File: src/rtl/kbd_pkg.sv
// Shared PS/2 keyboard decode types and constants: FSM states, prefix codes, shift codes.
package kbd_pkg;

   typedef enum logic [1:0] {
      IDLE      = 2'd0,
      BREAK     = 2'd1,
      EXT       = 2'd2,
      EXT_BREAK = 2'd3
   } kbd_state_t;

   localparam logic [7:0] BREAK_CODE  = 8'hF0;
   localparam logic [7:0] EXT_CODE    = 8'hE0;
   localparam logic [7:0] LSHIFT_CODE = 8'h12;
   localparam logic [7:0] RSHIFT_CODE = 8'h59;

   function automatic logic is_shift(input logic [7:0] code);
      return (code == LSHIFT_CODE) || (code == RSHIFT_CODE);
   endfunction

   function automatic logic [7:0] to_upper(input logic [7:0] ascii);
      if (ascii >= 8'h61 && ascii <= 8'h7A)
         return ascii - 8'h20;
      return ascii;
   endfunction

endpackage

File: src/rtl/kbd_scan_lut.sv
// Set-2 make code to lower-case ASCII for digits and letters; combinational, no backpressure.
// Anything not listed maps to 0x00, which the controller treats as "ignore".
module kbd_scan_lut (
   input  logic [7:0] scan,
   output logic [7:0] ascii
);

   always_comb begin
      ascii = 8'h00;
      case (scan)
         8'h45: ascii = 8'h30;
         8'h16: ascii = 8'h31;
         8'h1E: ascii = 8'h32;
         8'h26: ascii = 8'h33;
         8'h25: ascii = 8'h34;
         8'h2E: ascii = 8'h35;
         8'h36: ascii = 8'h36;
         8'h3D: ascii = 8'h37;
         8'h3E: ascii = 8'h38;
         8'h46: ascii = 8'h39;
         8'h1C: ascii = 8'h61;
         8'h32: ascii = 8'h62;
         8'h21: ascii = 8'h63;
         8'h23: ascii = 8'h64;
         8'h24: ascii = 8'h65;
         8'h2B: ascii = 8'h66;
         8'h34: ascii = 8'h67;
         8'h33: ascii = 8'h68;
         8'h43: ascii = 8'h69;
         8'h3B: ascii = 8'h6A;
         8'h42: ascii = 8'h6B;
         8'h4B: ascii = 8'h6C;
         8'h3A: ascii = 8'h6D;
         8'h31: ascii = 8'h6E;
         8'h44: ascii = 8'h6F;
         8'h4D: ascii = 8'h70;
         8'h15: ascii = 8'h71;
         8'h2D: ascii = 8'h72;
         8'h1B: ascii = 8'h73;
         8'h2C: ascii = 8'h74;
         8'h3C: ascii = 8'h75;
         8'h2A: ascii = 8'h76;
         8'h1D: ascii = 8'h77;
         8'h22: ascii = 8'h78;
         8'h35: ascii = 8'h79;
         8'h1A: ascii = 8'h7A;
         default: ascii = 8'h00;
      endcase
   end

endmodule

File: src/rtl/kbd_ctrl.sv
// PS/2 scan-byte decoder: key outputs update 1 cycle after the handshake; scan_ready drops only during clr.
// Optional KBD_SHIFT_EN tracks left/right shift and upper-cases letters.
module kbd_ctrl
   import kbd_pkg::*;
#(
   parameter int CNT_W = 8
) (
   input  logic             clk,
   input  logic             rst_n,
   input  logic [7:0]       scan_data,
   input  logic             scan_valid,
   output logic             scan_ready,
   input  logic             clr,
   output logic [7:0]       key_scan,
   output logic [7:0]       key_ascii,
   output logic             key_held,
   output logic             key_evt,
   output logic [CNT_W-1:0] press_cnt
);

   kbd_state_t state, state_nxt;
   logic       accept;
   logic [7:0] lut_ascii;
   logic [7:0] load_ascii;
   logic       idle_acc, brk_acc, press_new, release_hit;

   assign scan_ready = ~clr;
   assign accept     = scan_valid & scan_ready;

   kbd_scan_lut u_lut (
      .scan  (scan_data),
      .ascii (lut_ascii)
   );

   always_ff @(posedge clk or negedge rst_n) begin
      if (!rst_n)
         state <= IDLE;
      else
         state <= state_nxt;
   end

   always_comb begin
      state_nxt = state;
      if (clr) begin
         state_nxt = IDLE;
      end else if (accept) begin
         case (state)
            IDLE: begin
               if (scan_data == BREAK_CODE)
                  state_nxt = BREAK;
               else if (scan_data == EXT_CODE)
                  state_nxt = EXT;
            end
            EXT: begin
               if (scan_data == BREAK_CODE)
                  state_nxt = EXT_BREAK;
               else
                  state_nxt = IDLE;
            end
            default: state_nxt = IDLE;
         endcase
      end
   end

   // A repeat of the held key is typematic auto-repeat, not a new press.
   always_comb begin
      idle_acc    = accept && (state == IDLE);
      brk_acc     = accept && (state == BREAK);
      press_new   = idle_acc && (scan_data != BREAK_CODE) && (scan_data != EXT_CODE)
                    && (lut_ascii != 8'h00)
                    && !(key_held && (scan_data == key_scan));
      release_hit = brk_acc && (scan_data == key_scan);
   end

`ifdef KBD_SHIFT_EN
   logic shift_held;

   always_ff @(posedge clk or negedge rst_n) begin
      if (!rst_n)
         shift_held <= 1'b0;
      else if (clr)
         shift_held <= 1'b0;
      else if (idle_acc && is_shift(scan_data))
         shift_held <= 1'b1;
      else if (brk_acc && is_shift(scan_data))
         shift_held <= 1'b0;
   end

   assign load_ascii = shift_held ? to_upper(lut_ascii) : lut_ascii;
`else
   assign load_ascii = lut_ascii;
`endif

   always_ff @(posedge clk or negedge rst_n) begin
      if (!rst_n) begin
         key_scan  <= 8'h00;
         key_ascii <= 8'h00;
         key_held  <= 1'b0;
         key_evt   <= 1'b0;
         press_cnt <= '0;
      end else begin
         key_evt <= press_new;
         if (press_new) begin
            key_scan  <= scan_data;
            key_ascii <= load_ascii;
         end
         if (clr)
            press_cnt <= '0;
         else if (press_new)
            press_cnt <= press_cnt + CNT_W'(1);
         if (clr)
            key_held <= 1'b0;
         else if (press_new)
            key_held <= 1'b1;
         else if (release_hit)
            key_held <= 1'b0;
      end
   end

endmodule

File: config.mk
export PLATFORM = sky130hd
export DESIGN_NAME = kbd_ctrl
export DESIGN_NICKNAME = d
export VERILOG_FILES = /design/src/rtl/kbd_pkg.sv /design/src/rtl/kbd_scan_lut.sv /design/src/rtl/kbd_ctrl.sv
export SDC_FILE = /design/constraint.sdc
export NUM_CORES = 1
export LEC_CHECK = 0
export ABC_AREA = 0
export BUFFER_PORTS_ARGS = -buffer_cell sky130_fd_sc_hd__buf_2
export CELL_PAD_IN_SITES_DETAIL_PLACEMENT = 1
export CELL_PAD_IN_SITES_GLOBAL_PLACEMENT = 1
export CORE_ASPECT_RATIO = 0.6
export CORE_MARGIN = 2
export CORE_UTILIZATION = 43
export CTS_CLUSTER_SIZE = 40
export DETAILED_ROUTE_END_ITERATION = 12
export GPL_TIMING_DRIVEN = 0
export PLACE_DENSITY_LB_ADDON = 0.1
export SLEW_MARGIN = 20
export SYNTH_ARGS = -nofsm -noshare
export SYNTH_HDL_FRONTEND = slang
export SYNTH_HIERARCHICAL = 1
export SYNTH_SLANG_ARGS = --single-unit
File: constraint.sdc
create_clock -name clk -period 2 [get_ports clk]
set_clock_uncertainty 0.15 [all_clocks]
set_input_delay 0 -clock clk [delete_from_list [all_inputs] [get_ports clk]]
set_output_delay 0 -clock clk [all_outputs]
set_load 0.01 [all_outputs]
==> flow_metrics.py, run 1 <==
metrics = {
    "floorplanning": {
        "die_y_um": 59.3,
        "die-area_um2": 5700,
        "fp.coreArea_um2": 4980,
        "start_util_pct": 44.0,
        "fp.dieW_um": 96.2,
        "row_count": 20,
        "ioPinCount": 39,
    },
    "power_and_ir_drop": {
        "combPwrFrac_pct": 38.2,
        "vdd_drop_max_uv": 389,
        "p_switching_mw": 0.632,
        "power.internal_mw": 1.24,
        "power.share.clock_pct": 24.7,
        "p_per_area_nw_per_um2": 583,
        "cellLeakagePower_nw": 1.41,
        "seqPwrFrac_pct": 37.1,
        "netSwitchingFraction_pct": 33.8,
    },
    "run_status": {
        "violations": "negative setup slack",
        "status": "complete, but fails checks",
    },
    "min_path": {
        "hold_class": "in -> reg",
    },
    "routing": {
        "dr.pass1.iters": 5,
        "avgRoutedWirePerCell_um": 26.4,
        "vias": 2522,
        "drc_errors": 0,
        "ant_nets": 0,
        "finalWirelength_um": 10100,
        "drt_iter0_drc": 291,
        "viasPerCell": 6.62,
    },
    "clocking": {
        "cts_root_buffer": "clkbuf_8",
        "clk_pin_slew_ns": 0.11,
        "cts_tree": "yes",
        "cts_buffers": 3,
        "clock_latency_ns": 0.29,
        "cts_buffer_depth": 2,
        "clkSinkCount": 28,
        "htreeDepth": 1,
    },
    "grt": {
        "grt_antenna_before_repair": 0,
        "grt_overflow": 0,
        "grt_pass1_wl_um": 13800,
        "grt_pass1_vias": 2389,
        "grt_usage_pct": 33.2,
        "grt_max_degree": 29,
    },
    "setup_path": {
        "crit_required_ns": 2.02,
        "cp_slowest_cell": "clkbuf_1",
        "crit_chain": "buf_2 > clkbuf_1 > inv_1 > o211ai_1 > a21oi_2 > nor4_2 > nand2_1 > nand3_4 > nor2_4 > buf_4 > mux2_2",
        "endpoint_kind": "flip-flop",
        "path_class": "in -> reg",
        "worstPathArrival_ns": 2.72,
        "cp-start-kind": "input pin",
        "critical_path.max_fanout": 10,
        "slowest_delay_ns": 0.60,
    },
    "synthesis": {
        "synth_flop_cell": "dfrtp_1",
        "synth.cell_area_um2": 2190,
        "synth_common_cells": "dfrtp_1 (28), a21oi_1 (20), nand2_1 (15)",
        "yosysMostFrequentCell": "dfrtp_1",
        "yosys-top-cells-area": "dfrtp_1 (32%), mux2_4 (6.2%), mux2_2 (5.7%)",
        "synthCells": 238,
        "synth.net_count": 258,
        "yosysTopAreaCell": "dfrtp_1",
        "synthArstFlopShare_pct": 100,
        "synth_edf_count": 0,
        "ys_types": 53,
        "yosysWarnings": 6,
        "syn_avg_cell_area_um2": 9.21,
        "ys_ff_latch": 28,
        "synth_top_area_share_pct": 32.0,
        "ys_seq_area_share_pct": 32.0,
    },
    "sta": {
        "maxSlewViolCount": 0,
        "fmax_mhz": 370,
        "relSlewSlack_pct": 49.4,
        "tns_ns": -16.30,
        "grt_setup_unrepaired": "true",
        "period_needed_ns": 2.70,
        "post-route-period-util_pct": 135,
        "hold_viol": 0,
        "worst_slack_ns": -0.702,
        "tightest_slew_ns": 0.759,
        "setup_viol": 26,
        "hold_ws_ns": 0.0247,
    },
    "placed_design": {
        "post_dp_cell_area_um2": 2470,
        "gp_congestion": 0.968,
        "dp_hpwl_um": 5220,
        "pre_cts_ws_ns": -1.41,
        "place.port_buffers": 37,
    },
    "finish": {
        "final_cell_area_um2": 3210,
        "syn_to_final_growth_pct": 46.6,
        "fillers": 554,
        "diodes": 0,
        "final_net_count": 336,
        "drive_above_1_share_pct": 45.1,
        "postLayoutCoreUtil_pct": 64.5,
    },
    "job": {
        "cap_violations": 0,
    },
}
==> area by class of cell <==
type	instances	area, um^2	share of cell area (%)
Tap cell	66	82.6	2.57
Buffer	14	123	3.82
Clock inverter	1	30.0	0.935
Timing Repair Buffer	73	572	17.8
Inverter	11	56.3	1.75
Multi-Input combinational cell	185	1610	50.0
Clock buffer	3	41.3	1.29
Sequential cell	28	701	21.8
==> final timing paths <==
check,start,end,slack (ns),cells past startpoint
worst max-delay path,scan_data[6],key_ascii[3],-0.70,11
worst min-delay path,scan_data[1],key_scan[1],0.02,3
worst max register to register,key_scan[5],key_ascii[3],-0.29,6
worst min register to register,key_ascii[6],key_ascii[6],0.37,1
max in group asynchronous,rst_n,key_ascii[7],1.17,2
min in group asynchronous,rst_n,press_cnt[5],0.11,2
==> timing repair <==
action | in CTS | in global routing
buffers inserted | 21 | 4
endpoints found under the hold margin | 40 | 0
hold buffers | 9 | 0
pin swaps | 12 | 13
cloned | 1 | 1
setup endpoints to repair | 26 | 26
resized for setup | 59 | 26
==> kinds of logic (layout without fill, tap and decap cells) <==
| logic type | Yosys count | in the layout | share of synthesized area (%) |
|---|---|---|---|
| multiplexers | 24 | 24 | 14.2 |
| AND/OR/NAND/NOR | 78 | 78 | 20.5 |
| XOR/XNOR | 8 | 8 | 3.20 |
| flip-flops | 28 | 28 | 32.0 |
| adder cells (fa/ha/maj) | 8 | 8 | 4.57 |
| buffers and inverters | 25 | 102 | 5.19 |
| AO/OA/AOI/OAI | 66 | 66 | 20.2 |
| other | 1 | 1 | 0.171 |
==> flip-flops by register name, summed over array words and instances, names as in the netlist <==
name	cells
key_ascii	8
key_evt	1
key_held	1
key_scan	8
press_cnt	8
state	2
==> critical path, delay by kind of cell <==
kind	cells	cell delay, ns
multiplexers	1	0.28
buffers and inverters	4	1.29
AND/OR/NAND/NOR	4	0.79
AO/OA/AOI/OAI	2	0.33
==> power groups by stage <==
stage / Sequential [mW] / Clock (mW) / Combinational [mW]
CTS: 0.686 / 0.461 / 0.625
global route: 0.702 / 0.484 / 0.753
global placement: 0.693 / 0 / 0.488
detailed placement: 0.698 / 0 / 0.502
floorplan: 0.719 / 0 / 0.287
finish: 0.694 / 0.462 / 0.716
==> layer usage <==
layer | GRT usage [%] | part of all wire, % | vias to the layer above
li1 | - | - | 1040
met1 | 49.1 | 43 | 1250
met2 | 47.6 | 42 | 179
met3 | 9.29 | 11 | 53
met4 | 8.16 | 3.3 | 0
met5 | 0 | 0 | -
==> cell usage in the layout (no fill, tap or decap), types with 4 or more instances in the layout <==
| cell | instances |
|---|---|
| buf_2 | 37 |
| dfrtp_1 | 28 |
| buf_4 | 25 |
| nand2_1 | 14 |
| a21oi_1 | 14 |
| mux2_4 | 11 |
| nand2b_1 | 10 |
| nor2_1 | 10 |
| mux2_2 | 9 |
| dlygate4sd3_1 | 9 |
| inv_1 | 8 |
| xnor2_1 | 7 |
| nand3_1 | 6 |
| o211ai_1 | 6 |
| o21ai_0 | 6 |
| nor2b_1 | 6 |
| a21oi_2 | 5 |
| buf_12 | 4 |
| buf_6 | 4 |
| a31oi_1 | 4 |
| ha_4 | 4 |
==> metrics by stage <==
stage | total power, mW | cells
2_1_floorplan | 1.01 | 238
3_3_place_gp | 1.18 | 341
3_5_place_dp | 1.20 | 341
4_1_cts | 1.77 | 376
5_1_grt | 1.94 | 381
6_report | 1.87 | 381
(Power assumes the default switching activity.)
==> inputs of run 2 (changes only) <==
--- a/config.mk
+++ b/config.mk
@@ -16,6 +16,7 @@
 export DETAILED_ROUTE_END_ITERATION = 12
 export GPL_TIMING_DRIVEN = 0
 export PLACE_DENSITY_LB_ADDON = 0.1
+export RECOVER_POWER = 50
 export SLEW_MARGIN = 20
 export SYNTH_ARGS = -nofsm -noshare
 export SYNTH_HDL_FRONTEND = slang
==> run 2 against run 1 <==
Flip-flop and latch count unchanged; worst setup slack got worse by 0.0098 ns; non-clock buffer count unchanged; the flow finishes with violations (max-capacitance violations, max-slew violations, negative setup slack); clock-buffer cell count stayed put; first-iteration DRC count unchanged.
==> flow_metrics.py, run 2 (synthesized netlist as in run 1, its figures left out) <==
metrics = {
    "sta": {
        "hold_viol": 0,
        "post-route-period-util_pct": 136,
        "period_needed_ns": 2.71,
        "setup_viol": 26,
        "maxSlewViolCount": 29,
        "worst_slack_ns": -0.712,
        "hold_ws_ns": 0.0264,
        "grt_setup_unrepaired": "true",
        "tightest_slew_ns": 1.53,
        "fmax_mhz": 369,
        "relSlewSlack_pct": -1.89,
    },
    "floorplanning": {
        "row_count": 20,
        "start_util_pct": 44.0,
        "fp.dieW_um": 96.2,
        "fp.coreArea_um2": 4980,
        "die-area_um2": 5700,
        "die_y_um": 59.3,
        "ioPinCount": 39,
    },
    "setup_path": {
        "r2r_cells": 6,
        "worstPathArrival_ns": 2.73,
        "endpoint_kind": "flip-flop",
        "critical_path.max_fanout": 10,
        "crit_required_ns": 2.02,
        "r2r_end": "key_ascii[3]",
        "path_class": "in -> reg",
        "cp-start-kind": "input pin",
        "r2r_setup_slack_ns": -0.29,
        "r2r-start": "key_scan[5]",
    },
    "clocking": {
        "cts_tree": "yes",
        "clk_pin_slew_ns": 0.11,
        "clock_latency_ns": 0.29,
        "cts_buffers": 3,
        "cts_root_buffer": "clkbuf_8",
        "clkSinkCount": 28,
        "cts_buffer_depth": 2,
        "htreeDepth": 1,
    },
    "finish": {
        "final_cells": 381,
        "final_net_count": 336,
        "drive_above_1_share_pct": 44.8,
        "final_common_cell": "buf_2",
        "syn_to_final_growth_pct": 46.5,
        "diodes": 0,
        "top_regs": "key_ascii (8), key_scan (8), press_cnt (8)",
        "final_cell_mix": "buf_2 (36), dfrtp_1 (28), buf_4 (25)",
    },
    "placed_design": {
        "place_inst": 341,
        "gp_congestion": 0.968,
        "place.port_buffers": 37,
        "dp_hpwl_um": 5220,
    },
    "routing": {
        "finalWirelength_um": 10000,
        "viasPerCell": 6.64,
        "ant_nets": 0,
        "drt_iter0_drc": 291,
        "dr.pass1.iters": 5,
        "vias": 2529,
        "drc_errors": 0,
        "avgRoutedWirePerCell_um": 26.3,
    },
    "power_and_ir_drop": {
        "p_per_area_nw_per_um2": 583,
        "vdd_drop_max_uv": 389,
        "cellLeakagePower_nw": 1.41,
        "p_total_mw": 1.87,
    },
    "min_path": {
        "hold_class": "in -> reg",
        "min_delay_path_depth": 3,
        "min_to": "key_scan[1]",
        "holdCritStartpoint": "scan_data[1]",
    },
    "grt": {
        "grt_pass1_vias": 2389,
        "grt_antenna_before_repair": 0,
        "grt_pass1_wl_um": 13800,
        "grt_max_degree": 29,
        "grt_usage_pct": 33.2,
        "grt_overflow": 0,
    },
    "run_status": {
        "status": "complete, but fails checks",
        "violations": "max-capacitance violations, max-slew violations, negative setup slack",
    },
    "job": {
        "cap_violations": 1,
    },
}
[run 2: how the worst max path moves through the flow]
stage,endpoint,cells after the start,slack (ns),start
after floorplan,key_scan[0],12,-0.65,scan_data[0]
after global placement,key_ascii[7],13,-1.31,scan_data[1]
after detailed placement,press_cnt[7],13,-1.41,scan_data[1]
after CTS,press_cnt[1],12,-0.45,scan_data[1]
after global routing,key_ascii[3],12,-0.65,scan_data[3]
final,key_ascii[3],11,-0.71,scan_data[6]
[run 2: area by class of cell]
| class | count | area, um^2 |
|---|---|---|
| clock inverter | 1 | 30.0 |
| timing repair buffer | 73 | 571 |
| clock buffer | 3 | 41.3 |
| inverter | 11 | 56.3 |
| multi-input combinational | 185 | 1610 |
| tap | 66 | 82.6 |
| sequential | 28 | 701 |
| buffer | 14 | 123 |
| fill | 552 | 1770 |
[run 2: critical path: stages]
cell and delay (ns):
buf_2 0.18, clkbuf_1 0.61, inv_1 0.32, o211ai_1 0.22, a21oi_2 0.12, nor4_2 0.38, nand2_1 0.18, nand3_4 0.14
nor2_4 0.09, buf_4 0.20, mux2_2 0.29
[run 2: report_power, final]
group          internal [mW]  switching, mW  total, mW
combinational          0.340          0.375      0.715
sequential             0.630         0.0643      0.694
clock                  0.269          0.193      0.462
total                   1.24          0.632       1.87
[run 2: per-layer routing]
layer  wire length [um]  share of wire (%)  global-route usage (%)
met1               4280                 43                    49.1
met2               4250                 42                    47.6
met3               1130                 11                    9.29
met4                344                3.4                    8.16
met5                  0                  0                       0
[run 2: stage by stage]
step | util [%] | area (um^2) | worst slack (ns) | setup TNS (ns)
floorplan | - | 2200 | -0.647 | -13.97
global placement | 49.6 | 2470 | -1.31 | -31.32
detailed placement | 49.6 | 2470 | -1.41 | -32.98
CTS | 61.5 | 3060 | -0.455 | -10.40
global route | 64.5 | 3210 | -0.649 | -15.12
finish | 64.5 | 3210 | -0.712 | -16.47
[run 2: repair_timing]
item | CTS | global route
gates resized for setup | 59 | 26
gates cloned | 1 | 1
pin swaps | 12 | 13
buffers inserted | 21 | 4
hold endpoints to repair | 40 | 0
hold buffers | 9 | 0
endpoints found under the setup margin | 26 | 26
